`src/rtl/video_cap_pkg.sv`:
```
// Shared types and widths for the DVP camera capture path.
package video_cap_pkg;

  localparam int unsigned X_W = 12;
  localparam int unsigned Y_W = 11;

  typedef enum logic [1:0] {
    S_SKIP,
    S_IDLE,
    S_SYNC,
    S_ACTIVE
  } cap_state_e;

  typedef struct packed {
    logic [4:0] r;
    logic [5:0] g;
    logic [4:0] b;
  } rgb565_t;

  // Combine the two bytes of a pixel; first is the byte that arrived first on the bus.
  function automatic rgb565_t pair_bytes(input logic [7:0] first, input logic [7:0] second,
                                         input bit hi_first);
    return rgb565_t'(hi_first ? {first, second} : {second, first});
  endfunction

endpackage

```
`src/rtl/dvp_sync_edge.sv`:
```
// Two-stage register for camera sync lines; presents the first-stage level plus
// single-cycle rise/fall strobes derived from stage 1 against stage 2.
module dvp_sync_edge #(
  parameter int unsigned W = 2
) (
  input  logic         I_clk,
  input  logic         I_rst,
  input  logic [W-1:0] I_sig,
  output logic [W-1:0] O_level,
  output logic [W-1:0] O_rise,
  output logic [W-1:0] O_fall
);

  logic [W-1:0] d1_q;
  logic [W-1:0] d2_q;

  always_ff @(posedge I_clk) begin
    if (I_rst) begin
      d1_q <= '0;
      d2_q <= '0;
    end else begin
      d1_q <= I_sig;
      d2_q <= d1_q;
    end
  end

  always_comb begin
    O_level = d1_q;
    O_rise  = d1_q & ~d2_q;
    O_fall  = ~d1_q & d2_q;
  end

endmodule

```
`src/rtl/dvp_rgb565_capture.sv`:
```
// OV2640 DVP capture: skips settling frames, pairs bytes into RGB565, crops a window
// and drives frame-buffer vs_n/de/data, with frame counting and malformed-input flags.
module dvp_rgb565_capture
  import video_cap_pkg::*;
#(
  parameter int unsigned H_RES       = 1024,
  parameter int unsigned V_RES       = 768,
  parameter int unsigned H_START     = 0,
  parameter int unsigned V_START     = 0,
  parameter int unsigned SKIP_FRAMES = 2,
  parameter bit          HI_FIRST    = 1'b1,
  parameter bit          VS_POL      = 1'b1
) (
  input  logic        I_clk,
  input  logic        I_rst,
  input  logic        I_enable,
  input  logic        I_vsync,
  input  logic        I_href,
  input  logic [7:0]  I_data,
  output logic        O_vs_n,
  output logic        O_de,
  output logic [15:0] O_data,
  output logic [15:0] O_frame_cnt,
  output logic        O_line_err,
  output logic        O_frame_err
);

  localparam logic [X_W-1:0] XStart   = X_W'(H_START);
  localparam logic [X_W-1:0] XRes     = X_W'(H_RES);
  localparam logic [X_W-1:0] XEnd     = X_W'(H_START + H_RES);
  localparam logic [Y_W-1:0] YStart   = Y_W'(V_START);
  localparam logic [Y_W-1:0] YRes     = Y_W'(V_RES);
  localparam logic [Y_W-1:0] YEnd     = Y_W'(V_START + V_RES);
  localparam logic [15:0]    SkipLast = 16'(SKIP_FRAMES - 1);

  logic [1:0] sync_level, sync_rise, sync_fall;
  logic       vs_rise, vs_fall, href_level, href_fall;
  logic [7:0] data_d1_q;

  dvp_sync_edge #(
    .W(2)
  ) u_sync_edge (
    .I_clk  (I_clk),
    .I_rst  (I_rst),
    .I_sig  ({(I_vsync == VS_POL), I_href}),
    .O_level(sync_level),
    .O_rise (sync_rise),
    .O_fall (sync_fall)
  );

  assign vs_rise    = sync_rise[1];
  assign vs_fall    = sync_fall[1];
  assign href_level = sync_level[0];
  assign href_fall  = sync_fall[0];

  cap_state_e     state_q, state_d;
  logic [15:0]    skip_cnt_q, skip_cnt_d;
  logic [X_W-1:0] x_q, x_d;
  logic [Y_W-1:0] y_q, y_d;
  logic           phase_q, phase_d;
  logic [7:0]     byte_q, byte_d;
  logic           de_q, de_d;
  rgb565_t        data_q, data_d;
  logic [15:0]    frame_cnt_q, frame_cnt_d;
  logic           line_err_q, line_err_d;
  logic           frame_err_q, frame_err_d;

  logic [X_W-1:0] x_inc, x_off;
  logic [Y_W-1:0] y_inc, y_off, y_line;
  logic           in_win;

  always_ff @(posedge I_clk) begin
    if (I_rst) begin
      data_d1_q   <= '0;
      state_q     <= S_SKIP;
      skip_cnt_q  <= '0;
      x_q         <= '0;
      y_q         <= '0;
      phase_q     <= 1'b0;
      byte_q      <= '0;
      de_q        <= 1'b0;
      data_q      <= '0;
      frame_cnt_q <= '0;
      line_err_q  <= 1'b0;
      frame_err_q <= 1'b0;
    end else begin
      data_d1_q   <= I_data;
      state_q     <= state_d;
      skip_cnt_q  <= skip_cnt_d;
      x_q         <= x_d;
      y_q         <= y_d;
      phase_q     <= phase_d;
      byte_q      <= byte_d;
      de_q        <= de_d;
      data_q      <= data_d;
      frame_cnt_q <= frame_cnt_d;
      line_err_q  <= line_err_d;
      frame_err_q <= frame_err_d;
    end
  end

  // Offsets wrap when below the window start, so one unsigned compare covers both bounds.
  always_comb begin
    x_inc  = (x_q == '1) ? x_q : x_q + X_W'(1);
    y_inc  = (y_q == '1) ? y_q : y_q + Y_W'(1);
    x_off  = x_q - XStart;
    y_off  = y_q - YStart;
    in_win = (x_off < XRes) && (y_off < YRes);
  end

  always_comb begin
    state_d     = state_q;
    skip_cnt_d  = skip_cnt_q;
    x_d         = x_q;
    y_d         = y_q;
    phase_d     = 1'b0;
    byte_d      = byte_q;
    de_d        = 1'b0;
    data_d      = data_q;
    frame_cnt_d = frame_cnt_q;
    line_err_d  = line_err_q;
    frame_err_d = frame_err_q;
    y_line      = y_q;

    unique case (state_q)
      S_SKIP: begin
        if (SKIP_FRAMES == 0) begin
          state_d = S_IDLE;
        end else if (vs_rise) begin
          if (skip_cnt_q == SkipLast) begin
            state_d    = S_IDLE;
            skip_cnt_d = '0;
          end else begin
            skip_cnt_d = skip_cnt_q + 16'd1;
          end
        end
      end
      S_IDLE: begin
        if (vs_rise && I_enable) state_d = S_SYNC;
      end
      S_SYNC: begin
        if (vs_fall) begin
          x_d     = '0;
          y_d     = '0;
          state_d = S_ACTIVE;
        end
      end
      S_ACTIVE: begin
        if (href_level) begin
          phase_d = ~phase_q;
          if (!phase_q) begin
            byte_d = data_d1_q;
          end else begin
            // A pixel coinciding with frame end is dropped so de never overlaps vs_n low.
            if (in_win && !vs_rise) begin
              de_d   = 1'b1;
              data_d = pair_bytes(byte_q, data_d1_q, HI_FIRST);
            end
            x_d = x_inc;
          end
        end
        if (href_fall) begin
          y_line = y_inc;
          x_d    = '0;
          if (phase_q || (x_q < XEnd)) line_err_d = 1'b1;
        end
        y_d = y_line;
        if (vs_rise) begin
          frame_cnt_d = frame_cnt_q + 16'd1;
          if (y_line < YEnd) frame_err_d = 1'b1;
          state_d = I_enable ? S_SYNC : S_IDLE;
        end
      end
      default: state_d = S_SKIP;
    endcase
  end

  always_comb begin
    O_vs_n      = (state_q != S_SYNC);
    O_de        = de_q;
    O_data      = data_q;
    O_frame_cnt = frame_cnt_q;
    O_line_err  = line_err_q;
    O_frame_err = frame_err_q;
  end

endmodule

```
`config.mk`:
```
export PLATFORM = sky130hd
export DESIGN_NAME = dvp_rgb565_capture
export DESIGN_NICKNAME = d
export VERILOG_FILES = /design/src/rtl/video_cap_pkg.sv /design/src/rtl/dvp_sync_edge.sv /design/src/rtl/dvp_rgb565_capture.sv
export SDC_FILE = /design/constraint.sdc
export NUM_CORES = 1
export LEC_CHECK = 0
export CAP_MARGIN = 20
export CORE_ASPECT_RATIO = 1.25
export CORE_UTILIZATION = 35
export DETAILED_ROUTE_END_ITERATION = 10
export PLACE_DENSITY = 0.6
export SKIP_CTS_REPAIR_TIMING = 1
export SYNTH_ARGS = -nofsm -noshare
export SYNTH_HDL_FRONTEND = slang
export SYNTH_SLANG_ARGS = --single-unit
```
`constraint.sdc`:
```
create_clock -name I_clk -period 5.1 [get_ports I_clk]
set_input_delay 1.275 -clock I_clk [delete_from_list [all_inputs] [get_ports I_clk]]
set_output_delay 1.275 -clock I_clk [all_outputs]
set_load 0.01 [all_outputs]
```
## After elaboration in Yosys (flattened, before gate mapping)

Index checks and enable logic that the tools add are counted.

| cells by class | value |
|---|---|
| $add $sub $neg | 4 |
| multiply operators | 0 |
| divide/modulo/power cells | 0 |
| magnitude comparators | 3 |
| equality and inequality tests | 15 |
| shifts and indexed selects | 0 |
| mux-type cells | 20 |
| bitwise gates (word level) | 7 |
| reduce and logical (&&, ||, !) cells | 18 |

Operators by type and width:

| kind | number |
|---|---|
| 12-bit 2-to-1 mux | 5 |
| 11-bit 2-to-1 mux | 4 |
| 16-bit by 1-bit adder with 16-bit output, second input constant | 2 |
| 12-bit case mux with 2 select lines | 1 |
| 11-bit by 10-bit less-than comparator with 1-bit output, second input constant | 2 |
| 11-bit case mux with 2 select lines | 1 |
| 16-bit by 1-bit equality test with 1-bit output, second input constant | 1 |
| 16-bit 2-to-1 mux | 1 |
| 12-bit by 1-bit adder with 12-bit output, second input constant | 1 |
| 12-bit equality test, second input constant | 1 |
| 12-bit by 11-bit less-than comparator with 1-bit output, second input constant | 1 |
| 2-bit 2-to-1 mux | 6 |
| 2-bit inequality test, second input constant | 6 |
| 11-bit by 1-bit adder with 11-bit output, second input constant | 1 |
| 11-bit equality test, second input constant | 1 |
| 5-bit AND reduction | 2 |
| 3-bit AND reduction | 3 |
| 2-bit case mux with 4 select lines | 1 |
| 3-bit inequality test, second input constant | 2 |
| 2-bit AND reduction | 3 |
| 2-bit bitwise AND | 2 |
| 2-bit equality test, second input constant | 2 |
| 2-bit NOT | 2 |
| 4-bit AND reduction | 1 |
| other kinds (11) | 15 |

| storage, ports and cells | value |
|---|---|
| register bits after elaboration | 97 |
| latch bits | 0 |
| memory bits (writable) | 0 |
| memory bits (read-only) | 0 |
| input port bits | 13 |
| output and inout port bits | 36 |
| logic and storage cells | 83 |
| memories | 0 |

## Logic depth before layout (Yosys ltp)

Gate-level depths: netlist of run 1.

| depth | value |
|---|---|
| depth after elaboration | 6 |
| depth in mapped cells | 8 |
| depth with buffers taken out | 6 |

## Hierarchy

A second synthesis of run 1 with hierarchy kept.

| second synthesis, totals | value |
|---|---|
| cells, all modules | 491 |
| area total of the unflattened synthesis | 4,336.7 um2 |

By module, submodules not included:

| module | instances | cells an instance | area an instance (um2) | sequential area each (um2) |
|---|---|---|---|---|
| dvp_rgb565_capture | 1 | 479 | 4,206.5 | 1,861.8 |
| dvp_sync_edge | 1 | 12 | 130.1 | 80.1 |

## Worst setup path after synthesis of run 1

Ideal clock, no wire load.

| path | value |
|---|---|
| path kind | input -> register |
| start | input port I_rst |
| end | register frame_err_q (netlist: O_frame_err) |
| library setup time | 0.115 ns |
| data arrival time | 1.982 ns |
| required time | 4.985 ns |
| slack | 3.003 ns |
| cell stages on the path | 3 |
| path buffers | 2 |
| path through | clkbuf_1 clkbuf_1 o21ba_2 |

RTL lines:

| element | RTL line | source |
|---|---|---|
| start, declared | dvp_rgb565_capture.sv:15 | `input logic I_rst,` |
| end signal, assigned | dvp_rgb565_capture.sv:98 | `frame_err_q <= frame_err_d;` |
| end, declared | dvp_rgb565_capture.sv:66 | `logic frame_err_q, frame_err_d;` |

No word-level cell between the ends.

## Worst setup path after layout of run 1

| path | value |
|---|---|
| start | register state_q[0] |
| end | output port O_vs_n |

| between the ends | value |
|---|---|
| word-level cells in the longest chain between the ends | 1 |

RTL lines:

| element | RTL line | source |
|---|---|---|
| start, declared | dvp_rgb565_capture.sv:56 | `cap_state_e state_q, state_d;` |
| start signal, assigned | dvp_rgb565_capture.sv:88 | `state_q <= state_d;` |
| 2-bit inequality test | dvp_rgb565_capture.sv:179 | `O_vs_n = (state_q != S_SYNC);` |
| end, declared | dvp_rgb565_capture.sv:20 | `output logic O_vs_n,` |

No other way between the ends.

==> flow_summary.ini, run 1 <==
[global_routing]
grt_pass1_vias = 3369
track_usage_pct = 15.3
grt_pass1_wl_um = 15600
antenna_found_initial = 0
grt_max_degree = 50
grt_overflow = 0

[logic_synthesis]
synthFlopType = dfxtp_1
synth_area_leaders = dfxtp_1, nand2_1, a21oi_1
ys_types = 60
synth-warning-count = 0
yosys.area.top_type_share_pct = 46.3
synth_edf_count = 0
yosysTopAreaCell = dfxtp_1
ys_seq_elements = 97
syn_area_per_cell_um2 = 8.64
yosysSeqAreaShare_pct = 46.3
synthArstFlopShare_pct = 0
syn_nets = 503
netlist_area_um2 = 4190
postSynthCellCount = 485

[routing]
drc = 0
totalWireLength_um = 8860
vias = 3459
postRouteAntennaNets = 0
viasPerCell = 4.98
drt_iter0_markers = 199
first_pass_iters = 4
wl_per_cell_um = 12.8

[cts]
ctsHtreeMaxLevel = 3
clock_sinks = 97
cts_root_buffer = clkbuf_16
clkTransAtPathRegs_ps = 70
insertion_delay_ps = 340
cts_buffers = 9
cts_tree = built
clockBufferDepth = 2

[critical_path]
worstPathMaxFanout = 14
max_stage_delay_ps = 630
cpMaxStageDelayCell = dfxtp_1
worst_setup_path_end_kind = output pin
start_kind = flop
crit_chain = inv_1, nand2_1, clkdlybuf4s50_1
cp_data_arrival_time_ps = 1810
crit_required_ps = 3830
crit_type = reg -> out

[floorplan]
chipWidth_um = 99.9
die_h_um = 124
fp.coreArea_um2 = 11600
start_util_pct = 36.1
ios = 49
rows = 44
die_area_um2 = 12400

[power_and_ir_drop]
worst_ir_drop_vdd_uv = 201
powerDensity_nw_per_um2 = 293
finalPower_mw = 1.50
cellLeakagePower_nw = 1.67

[sta]
slew_headroom_pct = 44.7
setup_tns_ps = 0
setup_viol = 0
tightest_slew_ps = 830
drv_slew = 0
fin_crit_sh_pct = 60.4
rsz0062_at_grt = false
fin_skew_ps = 6.14
whs_ps = 453
period_needed_ps = 3080
fmaxAchievable_mhz = 325
hold_violations = 0

[finish]
fill_cells = 1190
multi_input_area_um2 = 2150
syn2layout_area_growth_pct = 21.6
mostFrequentLayoutCells = dfxtp_1, nand2_1, nor2_1
num-nets-final = 546
layout_commonest_cell = dfxtp_1
drive_above_1_share_pct = 7.50
register_area_um2 = 1940
n_antenna_cell = 0

[placement]
dp_hpwl_um = 6170
finalWeightedCongestion = 0.777
numPortBuffers = 48

[worst_hold_path]
min_path_type = reg -> reg

[run_status]
status = completed

[flow_run]
drv_cap = 0
path summary, 6_finish.rpt:
check | startpoint | to | slack, ps | cells after the start
setup / recovery | state_q[0] | O_vs_n | 2020 | 3
hold / removal | data_d1_q[4] | byte_q[4] | 450 | 2
setup reg to reg | state_q[0] | x_q[11] | 2910 | 5
hold reg to reg | data_d1_q[4] | byte_q[4] | 450 | 2
cells by family (layout without fill, tap and decap cells):
| family | Yosys count | count (layout) | share of synthesized area (%) |
|---|---|---|---|
| AO/OA/AOI/OAI | 79 | 79 | 11.4 |
| XOR/XNOR | 33 | 33 | 6.90 |
| adder cells (fa/ha/maj) | 5 | 5 | 1.49 |
| buffers and inverters | 22 | 70 | 2.42 |
| flip-flops | 97 | 97 | 46.3 |
| multiplexers | 2 | 2 | 0.537 |
| AND/OR/NAND/NOR | 247 | 247 | 30.9 |
synthesized netlist by cell type (all sizes together), types with 3 or more instances:
cell type / count
dfxtp: 97
nand2: 75
nor2: 54
a21oi: 42
nand3: 28
xnor2: 17
xor2: 16
nor2b: 14
nor3: 14
o21ai: 14
nand4: 12
clkbuf: 10
buf: 8
and3: 7
nor4: 7
or3: 6
ha: 5
and4: 4
inv: 4
nor3b: 4
a22oi: 3
a311oi: 3
nand3b: 3
nor4b: 3
or2: 3
report_power, final:
part | internal, mW | switching, mW | total [mW]
registers | 0.764 | 0.00747 | 0.771
clock network | 0.385 | 0.299 | 0.685
logic | 0.0188 | 0.0211 | 0.0400
worst max-delay path: cells and delay by family (launching register included):
family / cells / cell delay, ps
buffers and inverters: 2 / 720
DFF: 1 / 630
and+or+nand+nor: 1 / 120
final cells by class:
class / count / area share, %
well taps: 161 / 3.95
inverters: 4 / 0.295
flip-flops and latches: 97 / 38.1
clock inverters: 7 / 1.50
repair buffers: 50 / 9.62
clock buffers: 9 / 4.42
multi-input cells: 366 / 42.1
state kept, by name, summed over array words and instances, names as in the netlist:
signal	count
O_data	16
O_de	1
O_frame_cnt	16
O_frame_err	1
O_line_err	1
byte_q	8
data_d1_q	8
phase_q	1
skip_cnt_q	16
state_q	2
u_sync_edge.O_level	2
u_sync_edge.d2_q	2
x_q	12
y_q	11
layer usage:
layer	vias to the layer above	global-route usage, %	wire (µm)
li1	1781	-	-
met1	1599	20.0	4270
met2	64	23.7	4060
met3	15	4.04	349
met4	0	6.57	173
met5	-	0	0
stage by stage:
step	setup WS, ps	util, %	area [µm²]	cells
after detailed placement	2320	41.2	4790	677
after global placement	2340	41.2	4790	677
after CTS	2030	43.8	5090	693
after global routing	1900	43.9	5100	694
final	2020	43.9	5100	694
after floorplan	3000	-	4190	485
Note: power is estimated with default switching activity, not from simulation.
==> run 2, diff against run 1 <==
- PLACE_DENSITY: 0.6 -> 0.62
- clock period: 5.1 -> 2.7 ns (I/O delays scaled with it)
==> run 2 against run 1 <==
Net effect: worst hold slack about the same; total power increased by 96%; clock skew increased by 4.3 ps; register-to-register slack got worse by 2400 ps; critical path depth unchanged; non-clock buffer count increased by 1; global-route usage decreased by 0.10 points; first-iteration DRC count decreased by 21%; critical endpoint unchanged.
==> flow_summary.ini, run 2 (synthesized netlist as in run 1, its figures left out) <==
[critical_path]
worstPathMaxFanout = 14
reg2reg_to = O_frame_err
cp_data_arrival_time_ps = 1800
r2r_start = y_q[0]
r2r_cells = 6
start_kind = flop
crit_type = reg -> out
worst_setup_path_end_kind = output pin
reg2reg_slack_ps = 540
crit_required_ps = 2030

[placement]
dp_hpwl_um = 6310
place_worst_setup_slack_ps = 557
dp.cells = 679
place_area_um2 = 4800
finalWeightedCongestion = 0.786
numPortBuffers = 48

[cts]
clockBufferDepth = 2
ctsHtreeMaxLevel = 3
cts_root_buffer = clkbuf_16
clkTransAtPathRegs_ps = 70
insertion_delay_ps = 340
cts_tree = built
cts_buffers = 9
clock_sinks = 97

[global_routing]
antenna_found_initial = 0
grt_max_degree = 30
track_usage_pct = 15.2
grt_pass1_vias = 3282
grt_overflow = 0
grt_pass1_wl_um = 15400

[finish]
mostFrequentLayoutCells = dfxtp_1, nand2_1, nor2_1
num-nets-final = 547
final-instance-count-excl-fill = 695
fin_util_pct = 44.2
syn2layout_area_growth_pct = 22.5
layout_commonest_cell = dfxtp_1
drive_above_1_share_pct = 7.68
n_antenna_cell = 0
post-route-cell-area_um2 = 5130

[flow_run]
drv_cap = 0

[power_and_ir_drop]
power_frac_comb_pct = 2.6
powerDensity_nw_per_um2 = 572
power_frac_seq_pct = 49.6
swShare_pct = 21.4
p_int_mw = 2.31
p_clk_share_pct = 47.8
cellLeakagePower_nw = 1.69
power.switching_mw = 0.630
finalPower_mw = 2.94
worst_ir_drop_vdd_uv = 340

[sta]
tightest_slew_ps = 684
setup_tns_ps = 0
setup_slack_ps = 225
setup_viol = 0
fmaxAchievable_mhz = 404
slew_headroom_pct = 54.4
drv_slew = 0
period_needed_ps = 2480
hold_violations = 0
whs_ps = 453
fin_skew_ps = 10.4
fin_crit_sh_pct = 91.7
rsz0062_at_grt = false

[floorplan]
fp.coreArea_um2 = 11600
ios = 49
chipWidth_um = 99.9
die_area_um2 = 12400
die_h_um = 124
start_util_pct = 36.1
rows = 44

[routing]
drc = 0
viasPerCell = 5.03
postRouteAntennaNets = 0
drt_iter0_markers = 157
vias = 3499
totalWireLength_um = 9090
wl_per_cell_um = 13.1
first_pass_iters = 4

[worst_hold_path]
min_from = O_data[14]
min_path_cells = 2
min_path_type = reg -> reg
hold_end = O_data[14]

[run_status]
status = completed
## run 2: cell count changes in the layout (fill, tap and decap cells not counted)
cell,change
clkinv_4,+1
clkinvlp_4,-1
inv_6,+1
bufinv_16,+1
buf_4,+1
clkinv_2,-2
## run 2: power groups by stage
stage / clock [mW] / sequential, mW / combinational [mW]
2_1_floorplan: 0 / 1.48 / 0.0518
3_3_place_gp: 0 / 1.49 / 0.0769
3_5_place_dp: 0 / 1.49 / 0.0782
4_1_cts: 1.44 / 1.46 / 0.0786
5_1_grt: 1.51 / 1.46 / 0.0858
6_report: 1.40 / 1.46 / 0.0772
## run 2: layout make-up
cell class / count / area, µm²
inverters: 4 / 15.0
well taps: 161 / 201
multi-input cells: 366 / 2150
clock buffers: 9 / 225
clock inverters: 7 / 106
repair buffers: 51 / 498
flip-flops and latches: 97 / 1940
fillers: 1154 / 6480
## run 2: layer usage
metal  track usage (%)  wire length, µm
met2              25.5             4460
met4              5.62              140
met3              3.54              376
met1              18.8             4110
met5                 0                0
## run 2: critical path: stages (launching register included)
cell and delay (ps):
dfxtp_1 630, inv_1 160, nand2_1 120, clkdlybuf4s50_1 540
## run 2: worst max-delay path by stage
stage | start | to | cells after the start
final | state_q[0] | O_vs_n | 3
after global routing | state_q[0] | O_vs_n | 3
after CTS | state_q[0] | O_vs_n | 3
after detailed placement | y_q[0] | O_frame_err | 6
after global placement | y_q[1] | O_frame_err | 6
after floorplan | y_q[0] | O_frame_err | 6
==> run 3, diff against run 2 <==
- ABC_AREA: not set -> 1
- TNS_END_PERCENT: not set -> 50
==> run 3 against run 2 <==
Net effect: sequential cell count stayed put; first-iteration DRC count is 17% higher; setup slack better by 360 ps; maximum frequency is 17% higher; register-to-register slack better by 310 ps; sequential power hardly changed.
==> flow_summary.ini, run 3 <==
[routing]
viasPerCell = 4.78
totalWireLength_um = 10300
vias = 4257
postRouteAntennaNets = 0
drt_iter0_markers = 183
wl_per_cell_um = 11.6
drc = 0
first_pass_iters = 4

[finish]
register_area_um2 = 1940
layout_commonest_cell = nor2_1
syn2layout_area_growth_pct = 19.9
num-nets-final = 735
drive_above_1_share_pct = 6.09
multi_input_area_um2 = 2260
mostFrequentLayoutCells = nor2_1, nand2_1, dfxtp_1
n_antenna_cell = 0
fill_cells = 1334

[critical_path]
crit_family = buffers and inverters
start_kind = flop
crit_type = reg -> out
r2r_start = state_q[1]
r2r_cells = 5
crit_buf_inv = 2
worstPathMaxFanout = 4
cp_data_arrival_time_ps = 1440
reg2reg_to = O_data[8]
worst_setup_path_end_kind = output pin
critPathLaunch = state_q[0]
crit_chain = inv_2, nand2_1, clkdlybuf4s50_1
crit_required_ps = 2030
max_stage_delay_ps = 550
cpMaxStageDelayCell = clkdlybuf4s50_1
reg2reg_slack_ps = 850

[sta]
setup_viol = 0
fin_skew_ps = 9.73
fin_crit_sh_pct = 78.5
slew_headroom_pct = 48.5
tightest_slew_ps = 770
rsz0062_at_grt = false
fmaxAchievable_mhz = 472
period_needed_ps = 2120
drv_slew = 0
setup_tns_ps = 0
hold_violations = 0
whs_ps = 450

[logic_synthesis]
synth_edf_count = 0
synthFlopType = dfxtp_1
synth_common_cells = nor2_1, nand2_1, dfxtp_1
ys_types = 38
synthArstFlopShare_pct = 0
ys_seq_elements = 97
yosysTopAreaCell = dfxtp_1
syn_nets = 688
postSynthCellCount = 670
yosys.cell_count.top_type = nor2_1
syn_area_per_cell_um2 = 6.91
yosysSeqAreaShare_pct = 41.9
synth_area_leaders = dfxtp_1, nor2_1, nand2_1
netlist_area_um2 = 4630
yosys.area.top_type_share_pct = 41.9
synth-warning-count = 0

[power_and_ir_drop]
worst_ir_drop_vdd_uv = 235
finalPower_mw = 2.75
powerDensity_nw_per_um2 = 495
cellLeakagePower_nw = 2.18

[global_routing]
grt_overflow = 0
track_usage_pct = 16.0
grt_pass1_wl_um = 17600
grt_max_degree = 48
grt_pass1_vias = 4031
antenna_found_initial = 0

[flow_run]
drv_cap = 0

[worst_hold_path]
min_path_cells = 2
min_path_type = reg -> reg
min_from = O_frame_err
hold_end = O_frame_err

[placement]
finalWeightedCongestion = 0.842
numPortBuffers = 48
dp_hpwl_um = 7650

[floorplan]
ios = 49
fp.coreArea_um2 = 12800
die_area_um2 = 13700
start_util_pct = 36.2
die_h_um = 131
chipWidth_um = 105
rows = 46

[cts]
clockBufferDepth = 2
insertion_delay_ps = 340
cts_buffers = 9
ctsHtreeMaxLevel = 3
cts_root_buffer = clkbuf_16
cts_tree = built
clock_sinks = 97
clkTransAtPathRegs_ps = 70

[run_status]
status = completed
run 3: cells by family (layout without fill, tap and decap cells):
family	count (synthesis)	count (layout)	synth area share [%]
simple gates	348	348	33.9
compound gates	100	100	11.5
fa+ha+maj	5	5	1.35
xor+xnor	11	11	2.08
flops	97	97	41.9
buf+inv	109	161	9.22
run 3: worst register-to-register path, delay by kind of cell (launching register included):
family           cells  cell delay (ps)
AND/OR/NAND/NOR      5             1310
flip-flops           1              430
run 3: worst max path at each step:
stage,end,depth (start not counted)
finish,O_vs_n,3
detailed placement,skip_cnt_q[13],4
global placement,skip_cnt_q[14],6
floorplan,x_q[10],9
CTS,O_vs_n,3
global route,O_vs_n,3
run 3: through the flow:
| stage | setup WS, ps | cell area (µm²) | std cells | util [%] |
|---|---|---|---|---|
| after global placement | 685 | 5270 | 874 | 41.3 |
| after CTS | 554 | 5550 | 890 | 43.4 |
| final | 581 | 5550 | 890 | 43.4 |
| after detailed placement | 688 | 5270 | 874 | 41.3 |
| after floorplan | 1170 | 4630 | 670 | - |
| after global routing | 507 | 5550 | 890 | 43.4 |
run 3: metal layers:
metal  up-vias  track usage [%]  wire length (µm)
li1       2230                -                 -
met1      1949             17.7              4630
met2        64             29.3              5210
met3        14             3.22               313
met4         0             7.95               176
met5         -                0                 0
run 3: where the power goes:
| group | leakage [nW] | switching, mW | internal [mW] |
|---|---|---|---|
| Clock | 0.134 | 0.567 | 0.637 |
| Combinational | 1.27 | 0.0572 | 0.0365 |
| Sequential | 0.784 | 0.00967 | 1.44 |
| Total | 2.18 | 0.634 | 2.12 |
run 3: cell type report:
type	count	share of cell area [%]
Multi-Input combinational cell	464	40.7
Sequential cell	97	35.0
Timing Repair Buffer	50	9.06
Inverter	95	6.45
Clock buffer	10	4.13
Tap cell	168	3.79
Clock inverter	6	0.857
